`src/rtl/alu_seq_if.sv`:
```
// Handshake and operand/result bundle between the execute-stage control and alu_seq.
// The master drives the request; the slave (the ALU) returns results, flags and status.
interface alu_seq_if #(
  parameter int WIDTH = 8
);
  logic             start;
  logic [2:0]       ALUControl;
  logic [WIDTH-1:0] SrcA;
  logic [WIDTH-1:0] SrcB;
  logic [WIDTH-1:0] ALUResult;
  logic [WIDTH-1:0] ALUResultHi;
  logic             Zero;
  logic             Carry;
  logic             Overflow;
  logic             busy;
  logic             done;

  modport master (
    output start, ALUControl, SrcA, SrcB,
    input  ALUResult, ALUResultHi, Zero, Carry, Overflow, busy, done
  );

  modport slave (
    input  start, ALUControl, SrcA, SrcB,
    output ALUResult, ALUResultHi, Zero, Carry, Overflow, busy, done
  );
endinterface

```
`src/rtl/alu_seq.sv`:
```
// Multicycle ALU: single-cycle add/sub/and/or/slt, iterative logical shifts and, when
// ALU_MUL_EN is defined, an LSB-first shift-add multiplier. start/busy/done handshake.
module alu_seq #(
  parameter int WIDTH = 8,
  parameter int SHW   = $clog2(WIDTH)
) (
  input logic      clock,
  input logic      reset_n,
  alu_seq_if.slave bus
);
  localparam int CW = $clog2(WIDTH + 1);

  localparam logic [2:0] OP_AND = 3'b000;
  localparam logic [2:0] OP_OR  = 3'b001;
  localparam logic [2:0] OP_ADD = 3'b010;
  localparam logic [2:0] OP_SLL = 3'b011;
  localparam logic [2:0] OP_SRL = 3'b100;
  localparam logic [2:0] OP_SUB = 3'b110;
  localparam logic [2:0] OP_SLT = 3'b111;
`ifdef ALU_MUL_EN
  localparam logic [2:0] OP_MUL = 3'b101;
`endif

  typedef enum logic [1:0] {S_IDLE, S_EXEC, S_DONE} state_e;

  state_e           state_q;
  logic [2:0]       op_q;
  logic [CW-1:0]    cnt_q;
  logic [WIDTH-1:0] work_q;
  logic [WIDTH-1:0] res_q;
  logic             zero_q;
  logic             carry_q;
  logic             ovf_q;
  logic             busy_q;
  logic             done_q;

  logic [SHW-1:0]   shamt;
  logic [WIDTH:0]   add_full;
  logic [WIDTH:0]   sub_full;
  logic [WIDTH-1:0] sc_res;
  logic             sc_carry;
  logic             sc_ovf;
  logic             multi;
  logic [WIDTH-1:0] work_d;

  assign shamt    = bus.SrcB[SHW-1:0];
  assign add_full = {1'b0, bus.SrcA} + {1'b0, bus.SrcB};
  assign sub_full = {1'b0, bus.SrcA} + {1'b0, ~bus.SrcB} + {{WIDTH{1'b0}}, 1'b1};
  assign work_d   = (op_q == OP_SLL) ? {work_q[WIDTH-2:0], 1'b0} : {1'b0, work_q[WIDTH-1:1]};

`ifdef ALU_MUL_EN
  logic [WIDTH-1:0]   mcand_q;
  logic [WIDTH-1:0]   hi_q;
  logic [2*WIDTH-1:0] acc_q;
  logic [2*WIDTH-1:0] acc_d;
  logic [WIDTH:0]     part_sum;

  // Upper half accumulates the multiplicand; the lower half holds the remaining
  // multiplier bits and fills with product bits as the pair shifts right.
  assign part_sum = {1'b0, acc_q[2*WIDTH-1:WIDTH]}
                  + {1'b0, (acc_q[0] ? mcand_q : {WIDTH{1'b0}})};
  assign acc_d    = {part_sum, acc_q[WIDTH-1:1]};
`endif

  always_comb begin
    sc_res   = '0;
    sc_carry = 1'b0;
    sc_ovf   = 1'b0;
    case (bus.ALUControl)
      OP_ADD: begin
        sc_res   = add_full[WIDTH-1:0];
        sc_carry = add_full[WIDTH];
        sc_ovf   = (bus.SrcA[WIDTH-1] == bus.SrcB[WIDTH-1])
                && (add_full[WIDTH-1] != bus.SrcA[WIDTH-1]);
      end
      OP_SUB: begin
        sc_res   = sub_full[WIDTH-1:0];
        sc_carry = sub_full[WIDTH];
        sc_ovf   = (bus.SrcA[WIDTH-1] != bus.SrcB[WIDTH-1])
                && (sub_full[WIDTH-1] != bus.SrcA[WIDTH-1]);
      end
      OP_AND:         sc_res = bus.SrcA & bus.SrcB;
      OP_OR:          sc_res = bus.SrcA | bus.SrcB;
      OP_SLT:         sc_res = {{(WIDTH-1){1'b0}}, (bus.SrcA < bus.SrcB)};
      OP_SLL, OP_SRL: sc_res = bus.SrcA;
      default:        sc_res = '0;
    endcase
  end

  always_comb begin
    multi = ((bus.ALUControl == OP_SLL) || (bus.ALUControl == OP_SRL)) && (shamt != '0);
`ifdef ALU_MUL_EN
    if (bus.ALUControl == OP_MUL) begin
      multi = 1'b1;
    end
`endif
  end

  always_ff @(posedge clock) begin
    if (!reset_n) begin
      state_q <= S_IDLE;
      op_q    <= '0;
      cnt_q   <= '0;
      work_q  <= '0;
      res_q   <= '0;
      zero_q  <= 1'b0;
      carry_q <= 1'b0;
      ovf_q   <= 1'b0;
      busy_q  <= 1'b0;
      done_q  <= 1'b0;
`ifdef ALU_MUL_EN
      mcand_q <= '0;
      hi_q    <= '0;
      acc_q   <= '0;
`endif
    end else begin
      done_q <= 1'b0;
      case (state_q)
        S_IDLE: begin
          if (bus.start) begin
            busy_q <= 1'b1;
            op_q   <= bus.ALUControl;
            if (multi) begin
              state_q <= S_EXEC;
              work_q  <= bus.SrcA;
`ifdef ALU_MUL_EN
              mcand_q <= bus.SrcA;
              acc_q   <= {{WIDTH{1'b0}}, bus.SrcB};
              cnt_q   <= (bus.ALUControl == OP_MUL) ? CW'(WIDTH) : CW'(shamt);
`else
              cnt_q   <= CW'(shamt);
`endif
            end else begin
              state_q <= S_DONE;
              done_q  <= 1'b1;
              res_q   <= sc_res;
              zero_q  <= (sc_res == '0);
              carry_q <= sc_carry;
              ovf_q   <= sc_ovf;
`ifdef ALU_MUL_EN
              hi_q    <= '0;
`endif
            end
          end
        end
        S_EXEC: begin
          cnt_q  <= cnt_q - CW'(1);
          work_q <= work_d;
`ifdef ALU_MUL_EN
          acc_q  <= acc_d;
`endif
          // Results are committed only on the final step so outputs stay frozen while busy.
          if (cnt_q == CW'(1)) begin
            state_q <= S_DONE;
            done_q  <= 1'b1;
            carry_q <= 1'b0;
            ovf_q   <= 1'b0;
`ifdef ALU_MUL_EN
            if (op_q == OP_MUL) begin
              res_q  <= acc_d[WIDTH-1:0];
              hi_q   <= acc_d[2*WIDTH-1:WIDTH];
              zero_q <= (acc_d == '0);
            end else begin
              res_q  <= work_d;
              hi_q   <= '0;
              zero_q <= (work_d == '0);
            end
`else
            res_q  <= work_d;
            zero_q <= (work_d == '0);
`endif
          end
        end
        S_DONE: begin
          state_q <= S_IDLE;
          busy_q  <= 1'b0;
        end
        default: begin
          state_q <= S_IDLE;
          busy_q  <= 1'b0;
        end
      endcase
    end
  end

  assign bus.ALUResult = res_q;
  assign bus.Zero      = zero_q;
  assign bus.Carry     = carry_q;
  assign bus.Overflow  = ovf_q;
  assign bus.busy      = busy_q;
  assign bus.done      = done_q;
`ifdef ALU_MUL_EN
  assign bus.ALUResultHi = hi_q;
`else
  assign bus.ALUResultHi = '0;
`endif
endmodule

```
`src/flat_wrapper.sv`:
```
// flat-port wrapper written by rule: the top's interface ports become plain ports
module alu_seq_flat 
#(
  parameter int WIDTH = 8,
  parameter int SHW   = $clog2(WIDTH)
)
  (clock, reset_n, bus_start, bus_ALUControl, bus_SrcA, bus_SrcB, bus_ALUResult, bus_ALUResultHi, bus_Zero, bus_Carry, bus_Overflow, bus_busy, bus_done);
  alu_seq_if #(.WIDTH(WIDTH)) bus_i ();
  input logic clock;
  input logic reset_n;
  input wire logic [$bits(bus_i.start)-1:0] bus_start;
  input wire logic [$bits(bus_i.ALUControl)-1:0] bus_ALUControl;
  input wire logic [$bits(bus_i.SrcA)-1:0] bus_SrcA;
  input wire logic [$bits(bus_i.SrcB)-1:0] bus_SrcB;
  output wire logic [$bits(bus_i.ALUResult)-1:0] bus_ALUResult;
  output wire logic [$bits(bus_i.ALUResultHi)-1:0] bus_ALUResultHi;
  output wire logic [$bits(bus_i.Zero)-1:0] bus_Zero;
  output wire logic [$bits(bus_i.Carry)-1:0] bus_Carry;
  output wire logic [$bits(bus_i.Overflow)-1:0] bus_Overflow;
  output wire logic [$bits(bus_i.busy)-1:0] bus_busy;
  output wire logic [$bits(bus_i.done)-1:0] bus_done;
  assign bus_i.start = bus_start;
  assign bus_i.ALUControl = bus_ALUControl;
  assign bus_i.SrcA = bus_SrcA;
  assign bus_i.SrcB = bus_SrcB;
  assign bus_ALUResult = bus_i.ALUResult;
  assign bus_ALUResultHi = bus_i.ALUResultHi;
  assign bus_Zero = bus_i.Zero;
  assign bus_Carry = bus_i.Carry;
  assign bus_Overflow = bus_i.Overflow;
  assign bus_busy = bus_i.busy;
  assign bus_done = bus_i.done;
  alu_seq #(.WIDTH(WIDTH), .SHW(SHW)) u_core (.clock(clock), .reset_n(reset_n), .bus(bus_i));
endmodule
```
`config.mk`:
```
export PLATFORM = sky130hd
export DESIGN_NAME = alu_seq_flat
export DESIGN_NICKNAME = d
export VERILOG_FILES = /design/src/rtl/alu_seq_if.sv /design/src/rtl/alu_seq.sv /design/src/flat_wrapper.sv
export SDC_FILE = /design/constraint.sdc
export NUM_CORES = 1
export LEC_CHECK = 0
export CORE_ASPECT_RATIO = 0.8
export CORE_MARGIN = 10
export CORE_UTILIZATION = 45
export CTS_CLUSTER_DIAMETER = 30
export DETAILED_ROUTE_END_ITERATION = 8
export PLACE_DENSITY = 0.68
export SLEW_MARGIN = 20
export SYNTH_ARGS = -nofsm -noshare
export SYNTH_HDL_FRONTEND = slang
export SYNTH_SLANG_ARGS = --single-unit
```
`constraint.sdc`:
```
create_clock -name clock -period 7.43 [get_ports clock]
set_clock_uncertainty 0.05 [all_clocks]
set_input_delay 1.8575 -clock clock [delete_from_list [all_inputs] [get_ports clock]]
set_output_delay 1.8575 -clock clock [all_outputs]
set_load 0.005 [all_outputs]
```
==> flow_summary.json <==
{
  "status": "complete, no violations",
  "detail-route-antenna-nets": 0,
  "first_pass_grt_wire_length_mm": 12.3,
  "grt_overflow": 0,
  "fp.dieH_um": 91.9,
  "clock_power_share": 0.279,
  "crit_start": "bus_SrcA[0]",
  "synth.lib_cells_used.distinct": 71,
  "layout.cells.most_common_list": "sky130_fd_sc_hd__clkdlybuf4s50_1, sky130_fd_sc_hd__nand2_1, sky130_fd_sc_hd__dfxtp_1, sky130_fd_sc_hd__ha_1, sky130_fd_sc_hd__inv_1",
  "peak_ir_drop_on_the_vdd_network_v": 0.0000916,
  "tritoncts_buffer_count": 5,
  "layout-area-overhead-vs-synth_pct": 13.8,
  "cts_tree": "done",
  "fin_crit_ps": 4660,
  "ys_async_sr_fraction": 0,
  "power_density_nw_per_um2": 145,
  "first_global_vias": 2454,
  "timing.rr.start": "u_core.state_q[0]$_SDFFE_PN0P_",
  "holdCritStartpoint": "u_core.bus.ALUResult[6]$_SDFFE_PN0P_",
  "postCtsSetupRepairBufs": 0,
  "leakagePower_nw": 1.38,
  "antenna_found_initial": 0,
  "clock_path_buffers": 2,
  "setup_ws_pre_cts_ps": 2490,
  "grt_max_degree": 33,
  "initial_core_util": 0.459,
  "period_share": 0.627,
  "cts.repair.resized": 0,
  "cts_hold_repair.buffers": 0,
  "drt_wl_total_mm": 7.48,
  "ioPinCount": 43,
  "num_vias": 2621,
  "clk_latency_ps": 280,
  "die_area_um2": 10100,
  "worstSetupEndpointType": "flop",
  "ys_seq_area_frac": 0.206,
  "synth-main-ff-cell": "sky130_fd_sc_hd__dfxtp_1",
  "dr.first_iter.drc_count": 225,
  "crit_fanout": 5,
  "slowest_delay_ps": 510,
  "total_switching_power_w": 0.000160,
  "drive_above_1_share": 0.0848,
  "ys_seq_elements": 30,
  "final.setup.worst_slack_ps": 2770,
  "setup_repair_after_global_routing_missed_its_margin": "false",
  "worst-endpoint-required_ps": 7610,
  "post-layout-total-power_w": 0.000482,
  "fill_cells": 639,
  "cell_internal_pwr_w": 0.000321,
  "power.sequential.fraction": 0.373,
  "portBuffers": 34,
  "post_synth.cell_area_avg_um2": 7.97,
  "timing.max_cap.violations": 0,
  "crit_path_cell_trace": "clkdlybuf4s50_1 > inv_1 > ha_1 > inv_1 > fa_1 > nor2b_2 > o311a_1 > o211a_1 > or3_1 > nand2b_4 > a2111oi_4 > a41o_1",
  "die_width_um": 110,
  "slowest_stage": "sky130_fd_sc_hd__clkdlybuf4s50_1",
  "maxSlewViolCount": 0,
  "cts.reportedPaths.clkPinSlew_ps": 60,
  "placementRows": 26,
  "timing_worst_slew_pin_value_ps": 817,
  "final-hold-violation-count": 0,
  "clock_sink_count": 30,
  "grt.total_usage": 0.147,
  "most_common_cell_after_layout_fill_and_taps_aside": "sky130_fd_sc_hd__clkdlybuf4s50_1",
  "syn-instance-count": 365,
  "clockRootBuffer": "sky130_fd_sc_hd__clkbuf_8",
  "synth.cell_area_um2": 2910,
  "pwr-share-comb": 0.348,
  "synth_edf_count": 0,
  "detailedRoute.firstPassIterationCount": 4,
  "cts_max_level": 2,
  "wire_per_inst_um": 15.8,
  "drc_errors": 0,
  "hold_path_class": "flop to flop",
  "maxSlewHeadroom": 0.454,
  "maxClockFrequency_mhz": 215,
  "crit_arrival_ps": 4830,
  "timing.final.setup_violations": 0,
  "diodes": 0,
  "yosysWarningCount": 0,
  "swShare": 0.333,
  "critical_path.startpoint_type": "input port",
  "dp_hpwl_mm": 5.70,
  "finalNetCount": 441,
  "fin_tns_setup_ps": 0,
  "design.core.area_um2": 6340,
  "cp_common_cell": "sky130_fd_sc_hd__inv_1",
  "worst-setup-path-type": "input port to flop",
  "via_per_inst": 5.54,
  "gpl.final_weighted_congestion": 0.898
}
logic make-up (layout without fill, tap and decap cells):
group	after synthesis	after routing	synth area share
buf+inv	58	75	0.104
other cells	1	8	0.00129
xor+xnor	7	7	0.0211
compound gates	106	106	0.271
mux	10	10	0.0344
flops	30	30	0.206
simple gates	122	122	0.223
fa+ha+maj	31	31	0.138
synth_stat cells, types with 5 or more instances:
cell type                   n  area (um^2)
sky130_fd_sc_hd__a211oi_1   9         67.6
sky130_fd_sc_hd__xnor2_1    7         61.3
sky130_fd_sc_hd__ha_1      29          363
sky130_fd_sc_hd__a21oi_1   24          120
sky130_fd_sc_hd__clkbuf_1   9         33.8
sky130_fd_sc_hd__nand2_1   30          113
sky130_fd_sc_hd__dfxtp_1   30          601
sky130_fd_sc_hd__o21ai_0   17         85.1
sky130_fd_sc_hd__nor2b_1   18          113
sky130_fd_sc_hd__mux2i_1   10          100
sky130_fd_sc_hd__buf_2      5         25.0
sky130_fd_sc_hd__a221oi_1   8         70.1
sky130_fd_sc_hd__nor2_1    25         93.8
sky130_fd_sc_hd__nor3_1     6         30.0
sky130_fd_sc_hd__nand3_1    9         45.0
sky130_fd_sc_hd__inv_1     27          101
sky130_fd_sc_hd__o31ai_1    6         45.0
sky130_fd_sc_hd__buf_4      9         67.6
area by class of cell:
| cell class | count | area (um^2) | area share |
|---|---|---|---|
| Clock buffer | 7 | 86.3 | 0.0261 |
| Tap cell | 84 | 105 | 0.0317 |
| Sequential cell | 30 | 601 | 0.181 |
| Multi-Input combinational cell | 284 | 2040 | 0.615 |
| Timing Repair Buffer | 38 | 370 | 0.112 |
| Clock inverter | 1 | 5.00 | 0.00151 |
| Inverter | 29 | 109 | 0.0329 |
metrics by stage:
stage               area [um^2]  utilization  std cells  hold WS, ps
global route               3310        0.522        473          436
finish                     3310        0.522        473          415
CTS                        3310        0.522        473          417
global placement           3220        0.507        465          400
detailed placement         3220        0.508        465          404
floorplan                  2940            -        372          391
final timing paths:
kind                                           to  slack, ps  cells after the start
max                  u_core.bus.Zero$_SDFFE_PN0P_       2770                     12
min          u_core.bus.ALUResult[6]$_SDFFE_PN0P_        410                      2
max reg2reg          u_core.bus.Zero$_SDFFE_PN0P_       5300                      6
min reg2reg  u_core.bus.ALUResult[6]$_SDFFE_PN0P_        410                      2
state kept, by name, indices dropped and copies added (netlist names):
name	flops
u_core.bus.Zero	1
u_core.state_q	2
u_core.bus.done	1
u_core.op_q	3
u_core.bus.ALUResult	8
u_core.cnt_q	4
u_core.bus.busy	1
u_core.bus.Overflow	1
u_core.work_q	8
u_core.bus.Carry	1
per-layer routing:
layer / global-route usage / part of all wire
met5: 0 / 0
met1: 0.215 / 0.48
met2: 0.207 / 0.44
met3: 0.0399 / 0.077
met4: 0.0281 / 0.0051
worst max-delay path: cells and delay by family:
family	cells	cell delay [ps]
AOI/OAI and AO/OA	4	980
and+or+nand+nor	3	710
buffers and inverters	3	710
adders and majority gates	2	590
power by group through the flow:
stage	Sequential, W	Combinational [W]	Clock [W]
after CTS	0.000180	0.000167	0.000138
after detailed placement	0.000183	0.000166	0
after global routing	0.000181	0.000185	0.000144
after floorplan	0.000182	0.000119	0
final	0.000180	0.000167	0.000135
after global placement	0.000183	0.000164	0
Power figures use the tool's default switching activity.
